## src/rtl/int_controller_pkg.sv

```systemverilog
// Shared types and defaults for the interrupt controller: FSM state encoding,
// default sizing constants and the vector-width helper.
package int_ctrl_pkg;

    typedef enum logic [1:0] {
        IDLE = 2'd0,
        REQ  = 2'd1,
        SERV = 2'd2
    } state_t;

    localparam int DEF_NUM_IRQ   = 8;
    localparam int DEF_NMI_WIDTH = 4;

    // A single request line still needs a 1-bit vector port.
    function automatic int vec_width(input int n);
        return (n > 1) ? $clog2(n) : 1;
    endfunction

endpackage

```

## src/rtl/int_controller_if.sv

```systemverilog
// CPU/device-side signal bundle of the interrupt controller; master drives
// requests and CPU handshakes, slave is the controller itself.
interface int_controller_if
    import int_ctrl_pkg::*;
#(
    parameter int NUM_IRQ = DEF_NUM_IRQ
);
    localparam int VW = vec_width(NUM_IRQ);

    logic [NUM_IRQ-1:0] irq;
    logic               nmi_req;
    logic               cfg_we;
    logic [NUM_IRQ-1:0] cfg_mask;
    logic               eoi;
    logic               INA;
    logic               INT;
    logic               NMI;
    logic [VW-1:0]      vector;
    logic               busy;

    modport master (
        output irq, nmi_req, cfg_we, cfg_mask, eoi, INA,
        input  INT, NMI, vector, busy
    );

    modport slave (
        input  irq, nmi_req, cfg_we, cfg_mask, eoi, INA,
        output INT, NMI, vector, busy
    );

endinterface

```

## src/rtl/int_controller_prio_enc.sv

```systemverilog
// Fixed-priority encoder: reports the lowest set index of req_i and whether
// any bit is set at all.
module prio_enc
    import int_ctrl_pkg::*;
#(
    parameter int WIDTH = DEF_NUM_IRQ,
    localparam int IW   = vec_width(WIDTH)
) (
    input  logic [WIDTH-1:0] req_i,
    output logic [IW-1:0]    index_o,
    output logic             valid_o
);

    always_comb begin
        // NOTE: every output gets a default before the loop so no path can infer a latch.
        index_o = '0;
        valid_o = 1'b0;
        // Scanning downwards lets the last hit, the lowest index, win.
        for (int i = WIDTH - 1; i >= 0; i--) begin
            if (req_i[i]) begin
                index_o = IW'(i);
                valid_o = 1'b1;
            end
        end
    end

endmodule

```

## src/rtl/int_controller.sv

```systemverilog
// Edge-triggered maskable interrupt controller with a fixed-width NMI pulse
// generator and an IDLE/REQ/SERV request-acknowledge-EOI handshake.
module int_controller
    import int_ctrl_pkg::*;
#(
    parameter int NUM_IRQ   = DEF_NUM_IRQ,
    parameter int NMI_WIDTH = DEF_NMI_WIDTH
) (
    input  logic               clk,
    input  logic               rst_n,
    int_controller_if.slave    bus
);

    localparam int VW = vec_width(NUM_IRQ);

    logic [NUM_IRQ-1:0] irq_q, pending_q, pending_d, mask_q, isr_q, isr_d;
    logic [NUM_IRQ-1:0] irq_edge, pend_clr, eligible;
    logic               nmi_q, ina_q, armed_q;
    logic               nmi_edge, ina_edge;
    logic [3:0]         nmi_cnt_q, nmi_cnt_d;
    logic               nmi_out_q, nmi_out_d;
    logic               int_q, int_d;
    state_t             state_q, state_d;
    logic [VW-1:0]      vector_q, vector_d, top_idx;
    logic               top_valid;

    // Edges are suppressed until the edge registers have reloaded once after
    // reset, so inputs held high across release do not fire.
    assign irq_edge = armed_q ? (bus.irq & ~irq_q) : '0;
    assign nmi_edge = armed_q & bus.nmi_req & ~nmi_q;
    assign ina_edge = armed_q & bus.INA & ~ina_q;
    assign eligible = pending_q & ~mask_q;

    prio_enc #(.WIDTH(NUM_IRQ)) u_prio_enc (
        .req_i   (eligible),
        .index_o (top_idx),
        .valid_o (top_valid)
    );

    always_comb begin
        if (nmi_cnt_q != 4'd0) begin
            nmi_cnt_d = nmi_cnt_q - 4'd1;
        end else if (nmi_edge) begin
            nmi_cnt_d = 4'(NMI_WIDTH);
        end else begin
            nmi_cnt_d = 4'd0;
        end
        nmi_out_d = (nmi_cnt_d != 4'd0);
    end

    always_comb begin
        state_d  = state_q;
        vector_d = vector_q;
        isr_d    = isr_q;
        pend_clr = '0;
        case (state_q)
            IDLE: begin
                if (top_valid && !nmi_out_q) begin
                    state_d  = REQ;
                    vector_d = top_idx;
                end
            end
            REQ: begin
                if (ina_edge) begin
                    state_d            = SERV;
                    pend_clr[vector_q] = 1'b1;
                    isr_d[vector_q]    = 1'b1;
                end else if (mask_q[vector_q]) begin
                    state_d = IDLE;
                end
            end
            SERV: begin
                if (bus.eoi && isr_q[vector_q]) begin
                    isr_d[vector_q] = 1'b0;
                    state_d         = IDLE;
                end
            end
            default: state_d = IDLE;
        endcase
        // A new edge on a line being cleared this cycle keeps it pending.
        pending_d = (pending_q & ~pend_clr) | irq_edge;
        int_d     = (state_d == REQ) && !nmi_out_d;
    end

    always_ff @(posedge clk or negedge rst_n) begin
        if (!rst_n) begin
            irq_q     <= '0;
            nmi_q     <= 1'b0;
            ina_q     <= 1'b0;
            armed_q   <= 1'b0;
            pending_q <= '0;
            isr_q     <= '0;
            mask_q    <= '1;
            nmi_cnt_q <= 4'd0;
            nmi_out_q <= 1'b0;
            int_q     <= 1'b0;
            state_q   <= IDLE;
            vector_q  <= '0;
        end else begin
            // NOTE: non-blocking assignments make every register sample pre-edge values.
            irq_q     <= bus.irq;
            nmi_q     <= bus.nmi_req;
            ina_q     <= bus.INA;
            armed_q   <= 1'b1;
            pending_q <= pending_d;
            isr_q     <= isr_d;
            if (bus.cfg_we) mask_q <= bus.cfg_mask;
            nmi_cnt_q <= nmi_cnt_d;
            nmi_out_q <= nmi_out_d;
            int_q     <= int_d;
            state_q   <= state_d;
            vector_q  <= vector_d;
        end
    end

    assign bus.INT    = int_q;
    assign bus.NMI    = nmi_out_q;
    assign bus.vector = vector_q;
    assign bus.busy   = (state_q != IDLE);

endmodule

```

## src/flat_wrapper.sv

```systemverilog
// flat-port wrapper written by rule: the top's interface ports become plain ports
module int_controller_flat import int_ctrl_pkg::*;
#(
    parameter int NUM_IRQ   = DEF_NUM_IRQ,
    parameter int NMI_WIDTH = DEF_NMI_WIDTH
)
  (clk, rst_n, bus_irq, bus_nmi_req, bus_cfg_we, bus_cfg_mask, bus_eoi, bus_INA, bus_INT, bus_NMI, bus_vector, bus_busy);
  int_controller_if #(.NUM_IRQ(NUM_IRQ)) bus_i ();
  input  logic clk;
  input  logic rst_n;
  input wire logic [$bits(bus_i.irq)-1:0] bus_irq;
  input wire logic [$bits(bus_i.nmi_req)-1:0] bus_nmi_req;
  input wire logic [$bits(bus_i.cfg_we)-1:0] bus_cfg_we;
  input wire logic [$bits(bus_i.cfg_mask)-1:0] bus_cfg_mask;
  input wire logic [$bits(bus_i.eoi)-1:0] bus_eoi;
  input wire logic [$bits(bus_i.INA)-1:0] bus_INA;
  output wire logic [$bits(bus_i.INT)-1:0] bus_INT;
  output wire logic [$bits(bus_i.NMI)-1:0] bus_NMI;
  output wire logic [$bits(bus_i.vector)-1:0] bus_vector;
  output wire logic [$bits(bus_i.busy)-1:0] bus_busy;
  assign bus_i.irq = bus_irq;
  assign bus_i.nmi_req = bus_nmi_req;
  assign bus_i.cfg_we = bus_cfg_we;
  assign bus_i.cfg_mask = bus_cfg_mask;
  assign bus_i.eoi = bus_eoi;
  assign bus_i.INA = bus_INA;
  assign bus_INT = bus_i.INT;
  assign bus_NMI = bus_i.NMI;
  assign bus_vector = bus_i.vector;
  assign bus_busy = bus_i.busy;
  int_controller #(.NUM_IRQ(NUM_IRQ), .NMI_WIDTH(NMI_WIDTH)) u_core (.clk(clk), .rst_n(rst_n), .bus(bus_i));
endmodule
```

## config.mk

```make
export PLATFORM = sky130hd
export DESIGN_NAME = int_controller_flat
export DESIGN_NICKNAME = d
export VERILOG_FILES = /design/src/rtl/int_controller_pkg.sv /design/src/rtl/int_controller_if.sv /design/src/rtl/int_controller_prio_enc.sv /design/src/rtl/int_controller.sv /design/src/flat_wrapper.sv
export SDC_FILE = /design/constraint.sdc
export NUM_CORES = 1
export LEC_CHECK = 0
export CORE_MARGIN = 2
export CORE_UTILIZATION = 35
export DETAILED_ROUTE_END_ITERATION = 12
export GPL_ROUTABILITY_DRIVEN = 0
export HOLD_SLACK_MARGIN = 0.1
export SLEW_MARGIN = 30
export SYNTH_ARGS = -nofsm -noshare
export SYNTH_HDL_FRONTEND = slang
export SYNTH_SLANG_ARGS = --single-unit
```

## constraint.sdc

```tcl
create_clock -name clk -period 3.73 [get_ports clk]
set_clock_uncertainty 0.15 [all_clocks]
set_input_delay 0.746 -clock clk [delete_from_list [all_inputs] [get_ports clk]]
set_output_delay 0.746 -clock clk [all_outputs]
set_load 0.01 [all_outputs]
```

Word-level counts from Yosys, hierarchy flattened. Index checks and enable logic that the tools add are counted.

Register bits after elaboration: 46. Input bits: 22. Logic and storage cells: 84.

Add/sub/neg operators: 1. Magnitude comparators: 2. Equality and inequality tests: 5. Mux-type cells: 35. Bitwise gates (word level): 16. Reduce and logical (&&, ||, !) cells: 13.

Operator list (count): 8-bit two-way mux (5); 8-bit AND (4); 8-bit inverter (4); 3-bit two-way mux (9); 8-bit OR (2); 8-bit case mux with 2 select lines (1); 1-bit two-way mux (11); 2-bit two-way mux (4); 4-bit nonzero test (2); 1-bit binary-select mux with 3-bit select (2); 2-bit case mux with 3 select lines (1); 1-bit AND (4); 2-bit by 1-bit equality test with 1-bit output (second input constant) (2); 1-bit logical AND (4); 3-bit by 4-bit < comparator with 1-bit output (second input constant) (1); 4-bit two-way mux (1); 2-bit by 1-bit inequality test with 1-bit output (second input constant) (2); 2-bit nonzero test (2); 4-bit by 1-bit subtractor with 4-bit output (second input constant) (1); 1-bit demux with 3-bit select (1); 3-bit by 1-bit greater-or-equal comparator with 1-bit output (second input constant) (1); 3-bit AND reduction (1); 2-bit equality test (second input constant) (1); 1-bit logical NOT (2); other kinds (3) (4).

Depth between registers and ports, before layout.
Depth in word-level cells: 15. Depth in mapped cells: 5. Gate-level depth less buffers: 4.

Cells and area by module. Synthesis repeated with hierarchy kept, for this count alone.

Cell total of the unflattened synthesis: 183. Area total of the unflattened synthesis: 2043.2 um^2.

Modules (own cells, without submodules): int_controller (times used 1, cells an instance 170, area each 1963.1 um^2, sequential area each 1161.1 um^2); prio_enc (times used 1, cells an instance 13, area each 80.1 um^2, sequential area each 0.0 um^2).

Worst setup path before layout. OpenSTA, ideal clock, no wires.

Path type: register -> register. From: register u_core.vector_q[0] (netlist: u_core.bus.vector[0]). To: register (tool-made name). Setup time: 66 ps. Data arrival time: 1586 ps. Required time: 3514 ps. Path slack: 1928 ps. Cell stages (with the launch flop): 5. Period minus slack after synthesis: 1802 ps. Cells stage by stage: dfrtp_1 -> mux2_1 -> mux4_2 -> nand4_4 -> o32a_1.

RTL lines: from (decl) (line int_controller.sv:24) `logic [VW-1:0] vector_q, vector_d, top_idx;`; from (signal assigned) (line int_controller.sv:112) `vector_q <= vector_d;`.

Final worst setup path.
From: register u_core.vector_q[0] (netlist: u_core.bus.vector[0]). To: output bus_vector[0].

RTL lines: to (decl) (line flat_wrapper.sv:19) `output wire logic [$bits(bus_i.vector)-1:0] bus_vector;`.

No word-level cell between the ends.

==> impl_metrics.env <==
export IMPL_total_power_mw=1.550
export IMPL_syn_to_final_growth_pct=21.02
export IMPL_wl_per_cell_um=15.21
export IMPL_crit_chain="clkdlybuf4s50_1"
export IMPL_vias_per_cell=5.125
export IMPL_start_util_pct=36.63
export IMPL_crit_path_end_kind="primary output"
export IMPL_r2r_start="u_core.bus.vector[0]"
export IMPL_synth_cells=179
export IMPL_max_stage_delay_ns=0.74
export IMPL_finalHoldViolCount=0
export IMPL_routed_wl_mm=4.273
export IMPL_cts_root_buf="clkbuf_8"
export IMPL_reg2reg_slack_ns=1.54
export IMPL_drt_iter0_drc=55
export IMPL_clk_path_buf_depth=2
export IMPL_cts_hold_repair_buffers=0
export IMPL_max_clock_freq_ghz=0.3868
export IMPL_portBuffers=27
export IMPL_relSlewSlack_pct=59.01
export IMPL_rows=27
export IMPL_clock_sinks=46
export IMPL_synth_ff_latch_count=46
export IMPL_clk_pin_slew_ns=0.08
export IMPL_layout_min_cycle_time_ns=2.585
export IMPL_ir_worst_vdd_mv=0.2216
export IMPL_nFillCells=542
export IMPL_synthTopCellsByArea="dfrtp_1 (47%), dfstp_2 (10%), mux2_1 (6.1%)"
export IMPL_cp_required_ns=2.83
export IMPL_overflow=0
export IMPL_dr_total_vias=1440
export IMPL_die_area_um2=6461
export IMPL_grt_max_degree=47
export IMPL_synth_fp_nets=201
export IMPL_holdCritPathClass="in2async"
export IMPL_slowest_stage="dfrtp_1"
export IMPL_outcome="complete, no violations"
export IMPL_coreArea_um2=5574
export IMPL_post_cts_buffers=0
export IMPL_cp_arrival_ns=1.69
export IMPL_diodes=0
export IMPL_htree_num_levels=2
export IMPL_synth_most_common_cell="dfrtp_1"
export IMPL_antenna_found_initial=0
export IMPL_ys_flop_type="dfrtp_1"
export IMPL_io_pins=28
export IMPL_ctsResizeCount=0
export IMPL_insertion_delay_ns=0.29
export IMPL_die_w_um=80.38
export IMPL_setup_tns_final_ns=0
export IMPL_grt_setup_unrepaired="no"
export IMPL_cts_tree="done"
export IMPL_fp_dieH_um=80.38
export IMPL_fin_crit_sh_pct=69.31
export IMPL_leakagePower_nw=1.062
export IMPL_power_density_nw_per_um2=627.3
export IMPL_tightest_slew_ns=0.6148
export IMPL_setup_viol=0
export IMPL_syn_area_per_cell_um2=11.41
export IMPL_final_nets=230
export IMPL_reg2reg_depth=4
export IMPL_synth_top_area_share_pct=46.57
export IMPL_grt_usage_pct=15.24
export IMPL_critPathTopFamily="flip-flops"
export IMPL_cp_start_kind="register"
export IMPL_path_max_fanout=15
export IMPL_ys_async_sr_fraction_pct=100.0
export IMPL_yosysTopAreaCell="dfrtp_1"
export IMPL_synth_edf_count=0
export IMPL_drt_first_pass_iters=4
export IMPL_yosysSeqAreaShare_pct=56.86
export IMPL_ys_warn_count=0
export IMPL_cp_num_buf_inv=1
export IMPL_drv_cap=0
export IMPL_crit_type="reg2out"
export IMPL_drv_slew=0
export IMPL_dp_hpwl_mm=3.113
export IMPL_grt_pass1_wl_mm=7.300
export IMPL_cts_buffers=5
export IMPL_ys_top_cells_by_count="dfrtp_1 (38), inv_1 (15), nand2_1 (12), mux2_1 (11), nand2b_1 (9)"
export IMPL_path_depth=1
export IMPL_drc=0
export IMPL_antenna_left=0
export IMPL_ys_types=45
export IMPL_first_global_vias=1452
export IMPL_drive_above_1_share_pct=11.00
export IMPL_synth_cell_area_um2=2042
## through the flow
stage	util, %	setup WS, ns	hold WS (ns)	std cells	cell area (um2)
6_report	44.33	1.145	0.2894	281	2471
5_1_grt	44.33	1.087	0.3402	281	2471
3_3_place_gp	42.65	1.399	0.3237	273	2377
3_5_place_dp	42.69	1.358	0.3303	273	2380
4_1_cts	44.33	1.133	0.3072	281	2471
2_1_floorplan	-	1.928	0.3004	179	2042
## kinds of logic (layout without fill, tap and decap cells)
logic type	Yosys count	in the layout	synth area share [%]
and+or+nand+nor	59	59	17.28
DFF	46	46	56.86
AOI/OAI and AO/OA	38	38	13.91
buffers and inverters	22	52	4.105
muxes	13	13	7.659
other	1	1	0.1836
## final cells by class
type	count	area [um2]	area share [%]
Clock buffer	7	86.33	3.494
Clock inverter	1	5.005	0.2025
Timing Repair Buffer	27	267.8	10.84
Sequential cell	46	1161	46.99
Inverter	17	63.81	2.582
Multi-Input combinational cell	111	797.0	32.25
Tap cell	72	90.09	3.646
## worst max path at each step
stage	from	slack, ns	endpoint
after floorplan	u_core.bus.vector[0]	1.93	register
after global placement	bus_INA	1.40	u_core.pending_q[2]
after detailed placement	bus_INA	1.36	u_core.pending_q[2]
after CTS	u_core.bus.vector[0]	1.13	bus_vector[0]
after global routing	u_core.bus.vector[0]	1.09	bus_vector[0]
final	u_core.bus.vector[0]	1.14	bus_vector[0]
## per-layer routing
metal	vias up	GRT usage, %	routed length (um)
met1	707	21.91	2127
met2	31	21.92	1902
li1	693	-	-
met3	9	3.146	143
met5	-	0	0
met4	0	7.119	99
## where the power goes
group | total (mW) | internal (mW) | switching (mW)
combinational | 0.490 | 0.254 | 0.236
clock | 0.307 | 0.150 | 0.157
sequential | 0.753 | 0.614 | 0.139
## layout by cell type (no fill, tap or decap), types with 4 or more instances in the layout
cell             count
dfrtp_1             38
clkdlybuf4s50_1     26
inv_1               15
nand2_1             12
mux2_1              11
nand2b_1             9
dfstp_2              8
nand3b_1             7
nor2_1               7
o21ai_1              7
clkbuf_8             6
o21ai_0              5
nor3_1               5
a21oi_1              4
## worst register-to-register path, stage by stage (launching register included)
cell and delay [ns]:
dfrtp_1 0.74, mux2_1 0.39, mux4_2 0.54, nand4_4 0.16, o22a_1 0.15
Note: power is estimated with default switching activity, not from simulation.
